### src/rtl/bcd_scan_display_pkg.sv
// Shared types and constants for the multiplexed BCD 7-segment display block.
package bcd_scan_pkg;

    typedef logic [1:0] digit_idx_t;

    localparam digit_idx_t DIGIT_ONES     = 2'd0;
    localparam digit_idx_t DIGIT_TENS     = 2'd1;
    localparam digit_idx_t DIGIT_HUNDREDS = 2'd2;

    // Segment patterns, bit order {g,f,e,d,c,b,a}, active-high
    localparam logic [6:0] SEG_0     = 7'h3F;
    localparam logic [6:0] SEG_1     = 7'h06;
    localparam logic [6:0] SEG_2     = 7'h5B;
    localparam logic [6:0] SEG_3     = 7'h4F;
    localparam logic [6:0] SEG_4     = 7'h66;
    localparam logic [6:0] SEG_5     = 7'h6D;
    localparam logic [6:0] SEG_6     = 7'h7D;
    localparam logic [6:0] SEG_7     = 7'h07;
    localparam logic [6:0] SEG_8     = 7'h7F;
    localparam logic [6:0] SEG_9     = 7'h6F;
    localparam logic [6:0] SEG_ERR   = 7'h79;
    localparam logic [6:0] SEG_BLANK = 7'h00;

    localparam logic [2:0] DEN_ONES     = 3'b001;
    localparam logic [2:0] DEN_TENS     = 3'b010;
    localparam logic [2:0] DEN_HUNDREDS = 3'b100;
    localparam logic [2:0] DEN_OFF      = 3'b000;

    function automatic logic [2:0] digit_onehot(input digit_idx_t d);
        logic [2:0] en;
        case (d)
            DIGIT_ONES:     en = DEN_ONES;
            DIGIT_TENS:     en = DEN_TENS;
            DIGIT_HUNDREDS: en = DEN_HUNDREDS;
            default:        en = DEN_OFF;
        endcase
        return en;
    endfunction

    function automatic logic [3:0] digit_nibble(input logic [11:0] word, input digit_idx_t d);
        logic [3:0] nib;
        case (d)
            DIGIT_ONES:     nib = word[3:0];
            DIGIT_TENS:     nib = word[7:4];
            DIGIT_HUNDREDS: nib = word[11:8];
            default:        nib = word[3:0];
        endcase
        return nib;
    endfunction

endpackage

### src/rtl/bcd_scan_display_if.sv
// Data/strobe bundle between a BCD word producer and the scanned display driver.
interface bcd_scan_display_if;
    logic [11:0] bcd_in;
    logic        bcd_valid;
    logic [6:0]  seg;
    logic [2:0]  digit_en;
    logic        frame_done;

    modport master (
        output bcd_in, bcd_valid,
        input  seg, digit_en, frame_done
    );

    modport slave (
        input  bcd_in, bcd_valid,
        output seg, digit_en, frame_done
    );
endinterface

### src/rtl/bcd_to_seg7.sv
// Combinational BCD nibble to 7-segment decoder; non-BCD codes show 'E'.
module bcd_to_seg7
    import bcd_scan_pkg::*;
(
    input  logic [3:0] i_nibble,
    output logic [6:0] o_seg
);

    // Digit lookup with error glyph for 10-15
    always_comb begin
        o_seg = SEG_ERR;
        case (i_nibble)
            4'd0:    o_seg = SEG_0;
            4'd1:    o_seg = SEG_1;
            4'd2:    o_seg = SEG_2;
            4'd3:    o_seg = SEG_3;
            4'd4:    o_seg = SEG_4;
            4'd5:    o_seg = SEG_5;
            4'd6:    o_seg = SEG_6;
            4'd7:    o_seg = SEG_7;
            4'd8:    o_seg = SEG_8;
            4'd9:    o_seg = SEG_9;
            default: o_seg = SEG_ERR;
        endcase
    end

endmodule

### src/rtl/bcd_scan_display.sv
// Latches a 3-digit BCD word and scans it onto a shared 7-segment bus.
// Optional leading-zero blanking is enabled by defining BCD_SCAN_LZB_EN.
module bcd_scan_display
    import bcd_scan_pkg::*;
#(
    parameter int REFRESH_DIV = 1000
) (
    input  logic               clk,
    input  logic               reset,
    bcd_scan_display_if.slave  bus
);

    localparam int             DIV_W    = (REFRESH_DIV > 2) ? $clog2(REFRESH_DIV) : 1;
    localparam logic [DIV_W-1:0] DIV_LAST = DIV_W'(REFRESH_DIV - 1);

    logic [11:0]      r_hold;
    logic [DIV_W-1:0] r_div;
    digit_idx_t       r_digit;
    logic [6:0]       r_seg;
    logic [2:0]       r_digit_en;
    logic             r_frame_done;

    logic             w_wrap;
    digit_idx_t       w_digit_next;
    logic [3:0]       w_nibble;
    logic [6:0]       w_dec_seg;
    logic [6:0]       w_seg_next;

    assign w_wrap   = (r_div == DIV_LAST);
    assign w_nibble = digit_nibble(r_hold, r_digit);

    bcd_to_seg7 u_dec (
        .i_nibble (w_nibble),
        .o_seg    (w_dec_seg)
    );

    // Digit sequencer; an illegal code falls back to ONES immediately
    always_comb begin
        w_digit_next = DIGIT_ONES;
        case (r_digit)
            DIGIT_ONES:     w_digit_next = w_wrap ? DIGIT_TENS     : DIGIT_ONES;
            DIGIT_TENS:     w_digit_next = w_wrap ? DIGIT_HUNDREDS : DIGIT_TENS;
            DIGIT_HUNDREDS: w_digit_next = w_wrap ? DIGIT_ONES     : DIGIT_HUNDREDS;
            default:        w_digit_next = DIGIT_ONES;
        endcase
    end

    // Segment value for the active digit, optionally blanking leading zeros
    always_comb begin
        w_seg_next = w_dec_seg;
`ifdef BCD_SCAN_LZB_EN
        if ((r_digit == DIGIT_HUNDREDS) && (r_hold[11:8] == 4'd0)) begin
            w_seg_next = SEG_BLANK;
        end else if ((r_digit == DIGIT_TENS) && (r_hold[11:8] == 4'd0)
                     && (r_hold[7:4] == 4'd0)) begin
            w_seg_next = SEG_BLANK;
        end else begin
            w_seg_next = w_dec_seg;
        end
`else
        w_seg_next = w_dec_seg;
`endif
    end

    // Hold register, prescaler, digit state and registered display outputs
    always_ff @(posedge clk) begin
        if (reset) begin
            r_hold       <= 12'h000;
            r_div        <= '0;
            r_digit      <= DIGIT_ONES;
            r_seg        <= SEG_BLANK;
            r_digit_en   <= DEN_OFF;
            r_frame_done <= 1'b0;
        end else begin
            if (bus.bcd_valid) begin
                r_hold <= bus.bcd_in;
            end else begin
                r_hold <= r_hold;
            end
            r_div        <= w_wrap ? '0 : (r_div + DIV_W'(1));
            r_digit      <= w_digit_next;
            // Output stage sees the current hold/digit pair, so a capture and an
            // advance on the same edge land together one cycle later
            r_seg        <= w_seg_next;
            r_digit_en   <= digit_onehot(r_digit);
            r_frame_done <= w_wrap && (r_digit == DIGIT_HUNDREDS);
        end
    end

    assign bus.seg        = r_seg;
    assign bus.digit_en   = r_digit_en;
    assign bus.frame_done = r_frame_done;

endmodule

### src/flat_wrapper.sv
// flat-port wrapper written by rule: the top's interface ports become plain ports
module bcd_scan_display_flat import bcd_scan_pkg::*;
#(
    parameter int REFRESH_DIV = 1000
)
  (clk, reset, bus_bcd_in, bus_bcd_valid, bus_seg, bus_digit_en, bus_frame_done);
  bcd_scan_display_if bus_i ();
  input  logic clk;
  input  logic reset;
  input wire logic [$bits(bus_i.bcd_in)-1:0] bus_bcd_in;
  input wire logic [$bits(bus_i.bcd_valid)-1:0] bus_bcd_valid;
  output wire logic [$bits(bus_i.seg)-1:0] bus_seg;
  output wire logic [$bits(bus_i.digit_en)-1:0] bus_digit_en;
  output wire logic [$bits(bus_i.frame_done)-1:0] bus_frame_done;
  assign bus_i.bcd_in = bus_bcd_in;
  assign bus_i.bcd_valid = bus_bcd_valid;
  assign bus_seg = bus_i.seg;
  assign bus_digit_en = bus_i.digit_en;
  assign bus_frame_done = bus_i.frame_done;
  bcd_scan_display #(.REFRESH_DIV(REFRESH_DIV)) u_core (.clk(clk), .reset(reset), .bus(bus_i));
endmodule
### config.mk
export PLATFORM = sky130hd
export DESIGN_NAME = bcd_scan_display_flat
export DESIGN_NICKNAME = d
export VERILOG_FILES = /design/src/rtl/bcd_scan_display_pkg.sv /design/src/rtl/bcd_scan_display_if.sv /design/src/rtl/bcd_to_seg7.sv /design/src/rtl/bcd_scan_display.sv /design/src/flat_wrapper.sv
export SDC_FILE = /design/constraint.sdc
export NUM_CORES = 1
export LEC_CHECK = 0
export CORE_UTILIZATION = 40
export DETAILED_ROUTE_END_ITERATION = 12
export PLACE_DENSITY = 0.72
export SLEW_MARGIN = 20
export SYNTH_ARGS = -nofsm -noshare
export SYNTH_HDL_FRONTEND = slang
export SYNTH_HIERARCHICAL = 1
export SYNTH_SLANG_ARGS = --single-unit
export TNS_END_PERCENT = 5
### constraint.sdc
create_clock -name clk -period 3.9 [get_ports clk]
set_input_delay 0.39 -clock clk [delete_from_list [all_inputs] [get_ports clk]]
set_output_delay 0.39 -clock clk [all_outputs]
set_load 0.02 [all_outputs]
==> run metrics <==
status=finished clean; Boundary Pins=26; number of warning messages in the yosys log=6; worst voltage drop across the vdd grid=0.237 mV; share of post-route cells with drive strength above 1=0.0667; maximum number of buffers from clock root to sink=2; total number of clock tree sinks=35; CTS resizes=0; DRC violation count after routing=0; Final Hold Violating Endpoints=0; power density of the placed cells=380 mW/mm^2; xor/xnor share of the synthesized area=0.0164; cell-by-cell listing of the critical path=inv_1 > ha_1 > nor2_1 > a21oi_1 > inv_1 > ha_1 > or2b_1 > a21o_1 > nor2b_1; longest individual stage delay on the worst path=0.40 ns; number of levels in the clock H-tree=2; LEAKAGE=0.784 nW; wire length of the first global-routing pass=5290 um; area fraction in and, or, nand and nor cells after synthesis=0.220; crit path kind=reg -> reg; total via count after detailed routing=1216; setup clock skew after layout=0.00833 ns; total global routing overflow=0; Final Cycle Share=0.629; floorplan die height=65.3 um; worst hold-check path type=reg -> reg; Final nets=222; Final Power=751 uW; setup TNS after final layout=0 ns; Cell Count, Final, Fillers Out=243; commonest non-fill, non-tap cells in the layout=sky130_fd_sc_hd__dfxtp_1 (35), sky130_fd_sc_hd__clkdlybuf4s50_1 (25), sky130_fd_sc_hd__nor2_1 (25), sky130_fd_sc_hd__mux2i_1 (13), sky130_fd_sc_hd__ha_1 (12); standard cell with the maximum stage delay on the critical path=sky130_fd_sc_hd__ha_1; vias in the first global route=1241; largest family of logic cells by synthesized area=simple AND/OR/NAND/NOR gates; post-placement cell count=236; max_slew headroom=0.285; Area after DPL=0.00189 mm^2; min setup slack post-route=1.45 ns; number of nets still failing antenna checks after routing=0; RSZ-0062 raised after global routing=false; CTS buffer count=5; post-detail-place hpwl=2260 um; minimum clock period=2.45 ns; pin count of the biggest net entering global routing=32; Place WS=1.44 ns; required time of the critical path=4.04 ns; crit path launch type=register; Port Buffers=25; starting density of the core=0.427; area of the die=0.00426 mm^2; count of mapped cells out of synthesis=168; arrival time worst endpoint=2.59 ns; wirelength, routed=3090 um; Synth Area in Compound Gates=0.110; endpoint class of the critical path=register; post-synthesis register bit count=35; Area growth, synth to finish=23.6%; adder-cell area share of the yosys netlist=0.0938; CTS root buffer=sky130_fd_sc_hd__clkbuf_8; average vias per placed instance=5.00; final antenna diode count=0; mux cell area share after synthesis=0.0907; initial antenna violation count=0; hold slack final=0.466 ns; detailed router's first-iteration violation count=55; first drt pass iteration count=4; Overall Global Routing Usage=0.164; number of setup buffers added after CTS=0; Core ar.=0.00374 mm^2; Post-Route Utilization=0.528; cell row count=22; CP Max Fanout=8; number of pins exceeding their max-slew limit in the final report=0; Die Wd=65.3 um; CTS tree=built; final weighted congestion of routability-driven global placement=0.803; commonest non-fill, non-tap cell in the layout=sky130_fd_sc_hd__dfxtp_1; Reg clk slew, reported paths=0.07 ns; Buf/Inv on CP=2; average routed wire per standard cell=12.7 um; area of all placed cells without fillers=0.00198 mm^2; clock latency reported for the late side of the worst-skew pair=0.29 ns; Max Freq=0.408 GHz; cell family with most CP delay=adder cells; proportion of synthesized chip area in sequential cells=0.438; number of distinct library cells after synthesis=38; synthesized cell area=0.00160 mm^2; Finish-stage setup viols=0; Avg Cell Area, Syn=9.53 um^2; Post-Synthesis Net Count=195; number of max-cap violations=0; hold_buf cts=0; slew at the pin closest to its max-slew limit=1.07 ns
-- cell usage after synthesis, drive strengths merged --
cell type,instances,area share
and2,1,0.0039
a221o,1,0.0063
and3,1,0.0039
a2bb2oi,1,0.0055
nor4b,1,0.0055
a31oi,2,0.0078
a21o,3,0.014
or3b,1,0.0055
xnor2,1,0.0055
buf,1,0.0031
ha,12,0.094
or2b,1,0.0047
nor2b,11,0.043
o31ai,1,0.0047
mux2,1,0.0094
or3,4,0.020
and4bb,1,0.0078
o21a,2,0.0094
nand4,2,0.0078
dfxtp,35,0.44
o21ai,5,0.016
xor2,2,0.011
inv,8,0.019
a21oi,6,0.019
or4,1,0.0047
a22oi,4,0.019
nor3b,1,0.0047
mux2i,13,0.081
nand4bb,1,0.010
nand3,4,0.016
nand2,7,0.016
o211ai,2,0.0094
clkbuf,4,0.0094
nor2,25,0.059
nand2b,2,0.0078
-- final timing paths --
check / startpoint / endpoint / slack [ns] / cells past startpoint
worst min register to register: u_core/r_div[0] / u_core/r_div[0] / 0.47 / 1
worst max register to register: u_core/r_digit[1] / u_core/bus.seg[3] / 1.45 / 9
worst min-delay path: u_core/r_div[0] / u_core/r_div[0] / 0.47 / 1
worst max-delay path: u_core/r_digit[1] / u_core/bus.seg[3] / 1.45 / 9
-- metal layers --
metal / up-vias / track usage / wire, um
li1: 626 / - / -
met1: 553 / 0.177 / 1350
met2: 29 / 0.286 / 1540
met3: 8 / 0.0434 / 133
met4: 0 / 0.0951 / 71
met5: - / 0 / 0
-- flip-flops by register name (all words and copies together) (netlist names) --
signal                 flops
u_core/r_div              10
u_core/bus.digit_en        3
u_core/r_digit             2
u_core/r_hold             12
u_core/bus.seg             7
u_core/bus.frame_done      1
-- kinds of logic (layout without fill, tap and decap cells) --
| family | after synthesis | in the layout |
|---|---|---|
| flip-flops | 35 | 35 |
| adder cells (fa/ha/maj) | 12 | 12 |
| buffers and inverters | 13 | 40 |
| AO/OA/AOI/OAI | 27 | 27 |
| AND/OR/NAND/NOR | 64 | 64 |
| multiplexers | 14 | 14 |
| XOR/XNOR | 3 | 3 |
-- cell type report --
cell class / count / area, um^2
Timing Repair Buffer: 25 / 250
Sequential cell: 35 / 701
Tap cell: 48 / 60.1
Clock inverter: 1 / 5.00
Fill cell: 363 / 1770
Inverter: 8 / 30.0
Multi-Input combinational cell: 120 / 850
Clock buffer: 6 / 82.6
-- where the power goes --
group | total (mW) | switching (mW) | internal [mW] | leakage, nW
logic | 0.0970 | 0.0452 | 0.0517 | 0.449
clock network | 0.263 | 0.124 | 0.138 | 0.0470
registers | 0.392 | 0.0128 | 0.379 | 0.288
total | 0.751 | 0.182 | 0.569 | 0.784
Power figures use the tool's default switching activity.
